--- src/rtl/sldu_ring_port_if.sv ---
// Handshake bundle between the SLDU ring endpoint and its surroundings:
// command, local tx/rx element streams and the link to the cluster ring router.
interface sldu_ring_port_if #(
    parameter int unsigned CntWidth  = 16,
    parameter int unsigned DataWidth = 64
);
    logic                 flush_i;
    logic                 cmd_valid_i;
    logic                 cmd_ready_o;
    logic                 cmd_dir_i;
    logic                 cmd_bypass_i;
    logic [CntWidth-1:0]  cmd_tx_len_i;
    logic [CntWidth-1:0]  cmd_rx_len_i;
    logic [DataWidth-1:0] tx_data_i;
    logic                 tx_valid_i;
    logic                 tx_ready_o;
    logic [DataWidth-1:0] rx_data_o;
    logic                 rx_valid_o;
    logic                 rx_ready_i;
    logic                 ring_conf_valid_o;
    logic                 ring_dir_o;
    logic                 ring_bypass_o;
    logic [DataWidth-1:0] ring_data_o;
    logic                 ring_valid_o;
    logic                 ring_ready_i;
    logic [DataWidth-1:0] ring_data_i;
    logic                 ring_valid_i;
    logic                 ring_ready_o;
    logic                 done_o;

    // master: the ring port itself; slave: SLDU datapath plus router
    modport master (
        input  flush_i, cmd_valid_i, cmd_dir_i, cmd_bypass_i, cmd_tx_len_i, cmd_rx_len_i,
        input  tx_data_i, tx_valid_i, rx_ready_i, ring_ready_i, ring_data_i, ring_valid_i,
        output cmd_ready_o, tx_ready_o, rx_data_o, rx_valid_o, ring_conf_valid_o,
        output ring_dir_o, ring_bypass_o, ring_data_o, ring_valid_o, ring_ready_o, done_o
    );

    modport slave (
        output flush_i, cmd_valid_i, cmd_dir_i, cmd_bypass_i, cmd_tx_len_i, cmd_rx_len_i,
        output tx_data_i, tx_valid_i, rx_ready_i, ring_ready_i, ring_data_i, ring_valid_i,
        input  cmd_ready_o, tx_ready_o, rx_data_o, rx_valid_o, ring_conf_valid_o,
        input  ring_dir_o, ring_bypass_o, ring_data_o, ring_valid_o, ring_ready_o, done_o
    );
endinterface

--- src/rtl/sldu_ring_port.sv ---
// SLDU-side endpoint of the inter-cluster ring: configures the router, streams
// TX_LEN local elements out and collects RX_LEN elements through a one-entry buffer.
module sldu_ring_port #(
    parameter int unsigned CntWidth  = 16,
    parameter int unsigned DataWidth = 64
) (
    input  logic              clk_i,
    input  logic              rst_ni,
    sldu_ring_port_if.master  bus
);
    localparam logic [1:0] IDLE   = 2'd0;
    localparam logic [1:0] CONF   = 2'd1;
    localparam logic [1:0] ACTIVE = 2'd2;
    localparam logic [1:0] DONE   = 2'd3;

    localparam logic [CntWidth-1:0] CntOne = {{(CntWidth-1){1'b0}}, 1'b1};

    logic [1:0]           state_q, state_d;
    logic                 dir_q, dir_d;
    logic                 bypass_q, bypass_d;
    logic [CntWidth-1:0]  tx_cnt_q, tx_cnt_d;
    logic [CntWidth-1:0]  rx_cnt_q, rx_cnt_d;
    logic                 rx_vld_q, rx_vld_d;
    logic [DataWidth-1:0] rx_data_q, rx_data_d;

    logic in_active;
    logic tx_open;
    logic rx_open;
    logic ring_rdy;
    logic tx_fire;
    logic rx_push;
    logic rx_pop;
    logic cmd_fire;

    assign in_active = (state_q == ACTIVE);
    assign tx_open   = in_active && (tx_cnt_q != '0);
    assign rx_open   = in_active && (rx_cnt_q != '0);
    // The buffer can take a new element when empty or when it is emptied this cycle
    assign ring_rdy  = rx_open && (!rx_vld_q || bus.rx_ready_i);
    assign tx_fire   = tx_open && bus.tx_valid_i && bus.ring_ready_i;
    assign rx_push   = ring_rdy && bus.ring_valid_i;
    assign rx_pop    = rx_vld_q && bus.rx_ready_i;
    assign cmd_fire  = (state_q == IDLE) && bus.cmd_valid_i && !bus.flush_i;

    assign bus.cmd_ready_o       = (state_q == IDLE) && !bus.flush_i;
    assign bus.ring_conf_valid_o = (state_q == CONF) && !bus.flush_i;
    assign bus.ring_dir_o        = dir_q;
    assign bus.ring_bypass_o     = bypass_q;
    assign bus.ring_valid_o      = tx_open && bus.tx_valid_i;
    assign bus.tx_ready_o        = tx_open && bus.ring_ready_i;
    assign bus.ring_data_o       = in_active ? bus.tx_data_i : '0;
    assign bus.ring_ready_o      = ring_rdy;
    assign bus.rx_valid_o        = rx_vld_q;
    assign bus.rx_data_o         = rx_data_q;
    assign bus.done_o            = (state_q == DONE);

    always_comb begin
        state_d   = state_q;
        dir_d     = dir_q;
        bypass_d  = bypass_q;
        tx_cnt_d  = tx_cnt_q;
        rx_cnt_d  = rx_cnt_q;
        rx_vld_d  = rx_vld_q;
        rx_data_d = rx_data_q;

        case (state_q)
            IDLE: begin
                if (cmd_fire) begin
                    dir_d    = bus.cmd_dir_i;
                    bypass_d = bus.cmd_bypass_i;
                    tx_cnt_d = bus.cmd_bypass_i ? '0 : bus.cmd_tx_len_i;
                    rx_cnt_d = bus.cmd_bypass_i ? '0 : bus.cmd_rx_len_i;
                    state_d  = CONF;
                end
            end
            CONF: state_d = ACTIVE;
            ACTIVE: begin
                if (tx_fire) tx_cnt_d = tx_cnt_q - CntOne;
                if (rx_push) rx_cnt_d = rx_cnt_q - CntOne;
                if ((tx_cnt_q == '0) && (rx_cnt_q == '0) && (!rx_vld_q || rx_pop)) begin
                    state_d = DONE;
                end
            end
            DONE:    state_d = IDLE;
            default: state_d = IDLE;
        endcase

        // A push in the same cycle as a pop keeps the buffer full with the new element
        if (rx_push) begin
            rx_vld_d  = 1'b1;
            rx_data_d = bus.ring_data_i;
        end else if (rx_pop) begin
            rx_vld_d  = 1'b0;
        end

        if (bus.flush_i) begin
            state_d  = IDLE;
            tx_cnt_d = '0;
            rx_cnt_d = '0;
            rx_vld_d = 1'b0;
        end
    end

    always_ff @(posedge clk_i or negedge rst_ni) begin
        if (!rst_ni) begin
            state_q   <= IDLE;
            dir_q     <= 1'b0;
            bypass_q  <= 1'b0;
            tx_cnt_q  <= '0;
            rx_cnt_q  <= '0;
            rx_vld_q  <= 1'b0;
            rx_data_q <= '0;
        end else begin
            state_q   <= state_d;
            dir_q     <= dir_d;
            bypass_q  <= bypass_d;
            tx_cnt_q  <= tx_cnt_d;
            rx_cnt_q  <= rx_cnt_d;
            rx_vld_q  <= rx_vld_d;
            rx_data_q <= rx_data_d;
        end
    end
endmodule

--- src/flat_wrapper.sv ---
// flat-port wrapper written by rule: the top's interface ports become plain ports
module sldu_ring_port_flat 
#(
    parameter int unsigned CntWidth  = 16,
    parameter int unsigned DataWidth = 64
)
  (clk_i, rst_ni, bus_flush_i, bus_cmd_valid_i, bus_cmd_dir_i, bus_cmd_bypass_i, bus_cmd_tx_len_i, bus_cmd_rx_len_i, bus_tx_data_i, bus_tx_valid_i, bus_rx_ready_i, bus_ring_ready_i, bus_ring_data_i, bus_ring_valid_i, bus_cmd_ready_o, bus_tx_ready_o, bus_rx_data_o, bus_rx_valid_o, bus_ring_conf_valid_o, bus_ring_dir_o, bus_ring_bypass_o, bus_ring_data_o, bus_ring_valid_o, bus_ring_ready_o, bus_done_o);
  sldu_ring_port_if #(.CntWidth(CntWidth), .DataWidth(DataWidth)) bus_i ();
  input  logic clk_i;
  input  logic rst_ni;
  input wire logic [$bits(bus_i.flush_i)-1:0] bus_flush_i;
  input wire logic [$bits(bus_i.cmd_valid_i)-1:0] bus_cmd_valid_i;
  input wire logic [$bits(bus_i.cmd_dir_i)-1:0] bus_cmd_dir_i;
  input wire logic [$bits(bus_i.cmd_bypass_i)-1:0] bus_cmd_bypass_i;
  input wire logic [$bits(bus_i.cmd_tx_len_i)-1:0] bus_cmd_tx_len_i;
  input wire logic [$bits(bus_i.cmd_rx_len_i)-1:0] bus_cmd_rx_len_i;
  input wire logic [$bits(bus_i.tx_data_i)-1:0] bus_tx_data_i;
  input wire logic [$bits(bus_i.tx_valid_i)-1:0] bus_tx_valid_i;
  input wire logic [$bits(bus_i.rx_ready_i)-1:0] bus_rx_ready_i;
  input wire logic [$bits(bus_i.ring_ready_i)-1:0] bus_ring_ready_i;
  input wire logic [$bits(bus_i.ring_data_i)-1:0] bus_ring_data_i;
  input wire logic [$bits(bus_i.ring_valid_i)-1:0] bus_ring_valid_i;
  output wire logic [$bits(bus_i.cmd_ready_o)-1:0] bus_cmd_ready_o;
  output wire logic [$bits(bus_i.tx_ready_o)-1:0] bus_tx_ready_o;
  output wire logic [$bits(bus_i.rx_data_o)-1:0] bus_rx_data_o;
  output wire logic [$bits(bus_i.rx_valid_o)-1:0] bus_rx_valid_o;
  output wire logic [$bits(bus_i.ring_conf_valid_o)-1:0] bus_ring_conf_valid_o;
  output wire logic [$bits(bus_i.ring_dir_o)-1:0] bus_ring_dir_o;
  output wire logic [$bits(bus_i.ring_bypass_o)-1:0] bus_ring_bypass_o;
  output wire logic [$bits(bus_i.ring_data_o)-1:0] bus_ring_data_o;
  output wire logic [$bits(bus_i.ring_valid_o)-1:0] bus_ring_valid_o;
  output wire logic [$bits(bus_i.ring_ready_o)-1:0] bus_ring_ready_o;
  output wire logic [$bits(bus_i.done_o)-1:0] bus_done_o;
  assign bus_i.flush_i = bus_flush_i;
  assign bus_i.cmd_valid_i = bus_cmd_valid_i;
  assign bus_i.cmd_dir_i = bus_cmd_dir_i;
  assign bus_i.cmd_bypass_i = bus_cmd_bypass_i;
  assign bus_i.cmd_tx_len_i = bus_cmd_tx_len_i;
  assign bus_i.cmd_rx_len_i = bus_cmd_rx_len_i;
  assign bus_i.tx_data_i = bus_tx_data_i;
  assign bus_i.tx_valid_i = bus_tx_valid_i;
  assign bus_i.rx_ready_i = bus_rx_ready_i;
  assign bus_i.ring_ready_i = bus_ring_ready_i;
  assign bus_i.ring_data_i = bus_ring_data_i;
  assign bus_i.ring_valid_i = bus_ring_valid_i;
  assign bus_cmd_ready_o = bus_i.cmd_ready_o;
  assign bus_tx_ready_o = bus_i.tx_ready_o;
  assign bus_rx_data_o = bus_i.rx_data_o;
  assign bus_rx_valid_o = bus_i.rx_valid_o;
  assign bus_ring_conf_valid_o = bus_i.ring_conf_valid_o;
  assign bus_ring_dir_o = bus_i.ring_dir_o;
  assign bus_ring_bypass_o = bus_i.ring_bypass_o;
  assign bus_ring_data_o = bus_i.ring_data_o;
  assign bus_ring_valid_o = bus_i.ring_valid_o;
  assign bus_ring_ready_o = bus_i.ring_ready_o;
  assign bus_done_o = bus_i.done_o;
  sldu_ring_port #(.CntWidth(CntWidth), .DataWidth(DataWidth)) u_core (.clk_i(clk_i), .rst_ni(rst_ni), .bus(bus_i));
endmodule
--- config.mk ---
export PLATFORM = sky130hd
export DESIGN_NAME = sldu_ring_port_flat
export DESIGN_NICKNAME = d
export VERILOG_FILES = /design/src/rtl/sldu_ring_port_if.sv /design/src/rtl/sldu_ring_port.sv /design/src/flat_wrapper.sv
export SDC_FILE = /design/constraint.sdc
export NUM_CORES = 1
export LEC_CHECK = 0
export ABC_AREA = 1
export BUFFER_PORTS_ARGS = -buffer_cell sky130_fd_sc_hd__buf_4
export CORE_MARGIN = 3
export CORE_UTILIZATION = 46
export DETAILED_ROUTE_END_ITERATION = 7
export GPL_TIMING_DRIVEN = 1
export PLACE_DENSITY = 0.88
export SLEW_MARGIN = 20
export SYNTH_ARGS = -nofsm -noshare
export SYNTH_HDL_FRONTEND = slang
export SYNTH_SLANG_ARGS = --single-unit
--- constraint.sdc ---
create_clock -name clk_i -period 2.15 [get_ports clk_i]
set_input_delay 0.43 -clock clk_i [delete_from_list [all_inputs] [get_ports clk_i]]
set_output_delay 0.43 -clock clk_i [all_outputs]
set_load 0.005 [all_outputs]
* Word level (Yosys, flattened, before mapping)
Index checks and enable logic that the tools add are counted.
** Operators by class
- Add/subtract/negate cells :: 2
- Multiply operators :: 0
- Divide/modulo/power cells :: 0
- Order comparisons :: 0
- Equality and inequality tests :: 7
- Shift-type cells :: 0
- Mux-type cells :: 18
- Bitwise operators :: 0
- Reductions and logical operators :: 29
** Operators with widths (number)
- $mux 16 :: 8
- $mux 64 :: 1
- $pmux 16 s2 :: 2
- $logic_not 16->1 :: 2
- $reduce_bool 16->1 :: 2
- $sub 16x1->16 const B :: 2
- $logic_and 1x1->1 :: 14
- $ne 3x3->1 const B :: 3
- $pmux 2 s4 :: 1
- $mux 2 :: 3
- $reduce_and 3->1 :: 2
- $reduce_bool 3->1 :: 2
- $eq 2x2->1 const B :: 2
- $reduce_and 2->1 :: 2
- $mux 1 :: 3
- $ne 3x2->1 const B :: 1
- $eq 2x1->1 const B :: 1
- $logic_not 1->1 :: 2
- $logic_not 2->1 :: 1
- $logic_or 1x1->1 :: 2
** Storage, ports and cells
- Register bits :: 101
- Latch bits :: 0
- RAM bits :: 0
- Bits in read-only memories :: 0
- Output and inout port bits :: 137
- Word-level logic and storage cells :: 63
- Memories kept :: 0

* Depth between registers and ports, before layout
- Word-level depth :: 7
- Depth in mapped cells :: 12
- Gate-level depth less buffers :: 12

* Worst setup path after synthesis
Ideal clock, no wire load.
- Kind :: register -> output
- From :: register u_core.state_q[0]
- To :: output port bus_ring_data_o[38]
- Arrival :: 1444 ps
- Required time :: 1720 ps
- Path slack :: 276 ps
- Cell stages (with the launch flop) :: 8
- Cells stage by stage :: dfrtp_1 -> inv_1 -> ha_1 -> buf_4 -> clkbuf_1 -> buf_1 -> nand2_1 -> inv_1
** On the way
- Longest elaborated chain between the ends :: 2
** RTL lines
- start, declared :: RTL line sldu_ring_port.sv:18 : logic [1:0] state_q, state_d;
- start signal, assigned :: RTL line sldu_ring_port.sv:114 : state_q <= state_d;
- $eq 2x2->1 :: RTL line sldu_ring_port.sv:35 : assign in_active = (state_q == ACTIVE);
- $mux 64 :: RTL line sldu_ring_port.sv:51 : assign bus.ring_data_o = in_active ? bus.tx_data_i : '0;
- end, declared :: RTL line flat_wrapper.sv:30 : output wire logic [$bits(bus_i.ring_data_o)-1:0] bus_ring_data_o;
No other way between the ends.

* Worst setup path in the final report
- From :: register u_core.state_q[0]
- To :: output port bus_tx_ready_o
** On the way
- Longest elaborated chain between the ends :: 3
** RTL lines
- $eq 2x2->1 :: RTL line sldu_ring_port.sv:35
- $logic_and 1x1->1 :: RTL line sldu_ring_port.sv:36 : assign tx_open = in_active && (tx_cnt_q != '0);
- $logic_and 1x1->1 :: RTL line sldu_ring_port.sv:50 : assign bus.tx_ready_o = tx_open && bus.ring_ready_i;
- end, declared :: RTL line flat_wrapper.sv:24 : output wire logic [$bits(bus_i.tx_ready_o)-1:0] bus_tx_ready_o;
No other way between the ends.

==> out/results.ini <==
[outcome]
status=finished, final reports clean

[global_route]
grt_max_degree=102
first_global_vias=6090
grt_usage=0.261
grt_pass1_wl_microns=30400
antenna_found_initial=0
grt_overflow=0

[setup_path]
reg2reg_depth=12
start_kind=flop
critPathArrivalTime_ns=1.71
crit_start=u_core.state_q[0]$_DFFE_PN0P_
critical_path.most_common_cell=buf_4
reg2reg_from=u_core.state_q[1]$_DFFE_PN0P_
rr_endpoint=u_core.tx_cnt_q[6]$_DFFE_PN0P_
crit_required_ns=1.72
endpoint=bus_tx_ready_o
path_delay_family=buffers and inverters
cp_cell_sequence=inv_2 -> ha_4 -> buf_4 -> nand2_1 -> nor2_2 -> buf_4
crit_fanout=10
slowest_delay_ns=0.42
worstSetupEndpointType=output pin
critPathBufInv=3
cp_slowest_cell=dfrtp_1
critical_path_depth=6
ff2ff_setup_slack_ns=0.21
critPathKind=flop to output pin

[logic_synthesis]
syn-num-nets=1049
muxShareOfSynthArea=0.00188
yosysUniqueCellTypes=35
synth_top_area_frac=0.421
synth_area_per_cell_sq_um=6.89
synthXorXnorAreaFrac=0.00584
synth-simple-area-share=0.394
synthAdderAreaFrac=0.0167
ys_seq_elements=101
synth_area_sq_um=6000
synth_top_family_by_area=simple AND/OR/NAND/NOR gates
synth_cells=871
ys_seq_area_frac=0.421
synth_top_area_cell=dfrtp_1
synth_compound_area_frac=0.0490
synthTopCellsByArea=dfrtp_1 42%, nand2_1 23%, nand3_1 8.3%
synth_warnings=0

[placed_design]
gp_congestion=0.956
dpl.hpwl_microns=14500
portBuffers=306
pre_cts_ws_ns=0.0835

[sta]
rsz0062_at_grt=yes
fmax_mhz=468
fin_crit_ns=2.14
setup_violations=0
finClkSkew_ns=0.00869
setup_ws_ns=0.0146
slew_viol_final=0
finalCritPeriodShare=0.993
worst_pin_slew_ns=0.689
slew_headroom=0.539
finalHoldViolations=0
timing.hold.ws_ns=0.141

[cts]
cts.clk_slew.worst_paths_ns=0.07
cts.htree.levels=3
root_buffer=clkbuf_16
cts.path.max_buffers=2
cts_sinks=101
cts_tree=yes
clkLatencyLatePin_ns=0.35
cts_buffers=9

[route]
wirelength_microns=19400
antenna_left=0
top_layer_used=met4
wl_per_cell_microns=14.5
drt-initial-drc-count=689
dr_total_vias=6651
wl_met2_microns=9710
wl_met3_microns=1820
met1Wirelength_microns=7570
via_per_inst=4.96
dr.pass1.iters=5
drcViolationCount=0

[layout]
nets=1342
regArea_sq_um=2530
multi_input_area_sq_um=2850
areaGrowthSynthToFinish_pct=46.3
n_fill_cell=1025
diodes=0
drive_above_1_share=0.318

[die]
die_area_sq_um=14400
die_width_microns=120
ioPinCount=307
core_area_sq_um=12700
dieHeight_microns=120
rows=41
start_util=0.473

[power]
p_leak_nw=5.32
power_density_nw_per_um2=1210
vdd_drop_max_v=0.000625
p_total_mw=10.6

[min_path]
hold_path_class=primary input to asynchronous set/reset pin

[run]
max-cap-violations=0

cell type report:
| cell class | instances | area share |
|---|---|---|
| repair buffers | 322 | 0.285 |
| well taps | 172 | 0.0245 |
| multi-input cells | 626 | 0.325 |
| flip-flops and latches | 101 | 0.288 |
| clock inverters | 6 | 0.00642 |
| clock buffers | 10 | 0.0261 |
| inverters | 104 | 0.0449 |
per-layer routing:
| metal | track usage | vias to the layer above |
|---|---|---|
| met5 | 0 | - |
| met4 | 0.0952 | 0 |
| li1 | - | 3263 |
| met1 | 0.332 | 3038 |
| met2 | 0.436 | 324 |
| met3 | 0.0580 | 26 |
registers in the layout, summed over array words and instances (netlist names):
name / count
u_core.rx_cnt_q: 16
u_core.bus.rx_valid_o: 1
u_core.bus.rx_data_o: 64
u_core.tx_cnt_q: 16
u_core.bus.ring_bypass_o: 1
u_core.bus.ring_dir_o: 1
u_core.state_q: 2
cell families after synthesis:
family | after synthesis
AND/OR/NAND/NOR | 560
XOR/XNOR | 4
flip-flops | 101
multiplexers | 1
buffers and inverters | 144
adder cells (fa/ha/maj) | 8
AO/OA/AOI/OAI | 53
what timing repair did:
item / in CTS / in global routing
setup endpoints to repair: 5 / 19
gates cloned: 0 / 0
pin swaps: 0 / 3
hold buffers: 0 / 0
setup buffers: 1 / 4
resized for setup: 2 / 11
synth_stat cells:
| master | instances |
|---|---|
| a21boi_2 | 1 |
| a21o_1 | 1 |
| a21oi_1 | 22 |
| a21oi_2 | 1 |
| a22oi_1 | 2 |
| a31oi_1 | 1 |
| buf_1 | 5 |
| buf_2 | 7 |
| buf_4 | 4 |
| buf_6 | 14 |
| clkbuf_1 | 10 |
| clkinv_2 | 1 |
| dfrtp_1 | 101 |
| ha_1 | 8 |
| inv_1 | 100 |
| inv_2 | 3 |
| mux2_2 | 1 |
| nand2_1 | 373 |
| nand2_2 | 3 |
| nand2_4 | 4 |
| nand3_1 | 99 |
| nand3_4 | 1 |
| nand3b_1 | 7 |
| nand4_1 | 1 |
| nand4_2 | 1 |
| nor2_1 | 62 |
| nor2_2 | 4 |
| nor2_4 | 4 |
| nor3_2 | 1 |
| o211ai_1 | 1 |
| o21ai_0 | 17 |
| o21ai_1 | 5 |
| o21ai_2 | 2 |
| xnor2_1 | 2 |
| xor2_1 | 2 |
worst min path at each step:
stage,from,cells after the start,endpoint,slack [ns]
finish,rst_ni,2,u_core.tx_cnt_q[5]$_DFFE_PN0P_,0.14
global route,rst_ni,2,u_core.tx_cnt_q[3]$_DFFE_PN0P_,0.19
CTS,rst_ni,2,u_core.tx_cnt_q[3]$_DFFE_PN0P_,0.16
detailed placement,u_core.bus.rx_data_o[7]$_DFFE_PN0P_,2,u_core.bus.rx_data_o[7]$_DFFE_PN0P_,0.47
global placement,u_core.bus.rx_data_o[16]$_DFFE_PN0P_,2,u_core.bus.rx_data_o[16]$_DFFE_PN0P_,0.46
floorplan,rst_ni,0,u_core.bus.ring_bypass_o$_DFFE_PN0P_,0.13
power by group:
group | switching (mW) | leakage, nW | internal, mW
clock network | 0.763 | 0.137 | 0.809
logic | 3.19 | 3.88 | 2.51
registers | 0.640 | 1.30 | 2.70
total | 4.59 | 5.32 | 6.01
stage by stage:
| stage | area (sq um) | cells | setup TNS, ns | util |
|---|---|---|---|---|
| 6_report | 8770 | 1341 | 0 | 0.693 |
| 2_1_floorplan | 6000 | 871 | 0 | - |
| 4_1_cts | 8700 | 1337 | 0 | 0.687 |
| 3_3_place_gp | 8400 | 1320 | 0 | 0.663 |
| 5_1_grt | 8770 | 1341 | -0.125 | 0.693 |
| 3_5_place_dp | 8400 | 1320 | 0 | 0.663 |
layout by cell type (no fill, tap or decap), drive strengths merged, types with 2 or more instances in the layout:
cell type    n
nand2      380
buf        322
inv        105
dfrtp      101
nand3      100
nor2        70
o21ai       24
a21oi       23
clkbuf      10
ha           8
nand3b       7
clkinv       4
xnor2        2
xor2         2
a22oi        2
nand4        2
Note: power is estimated with default switching activity, not from simulation.
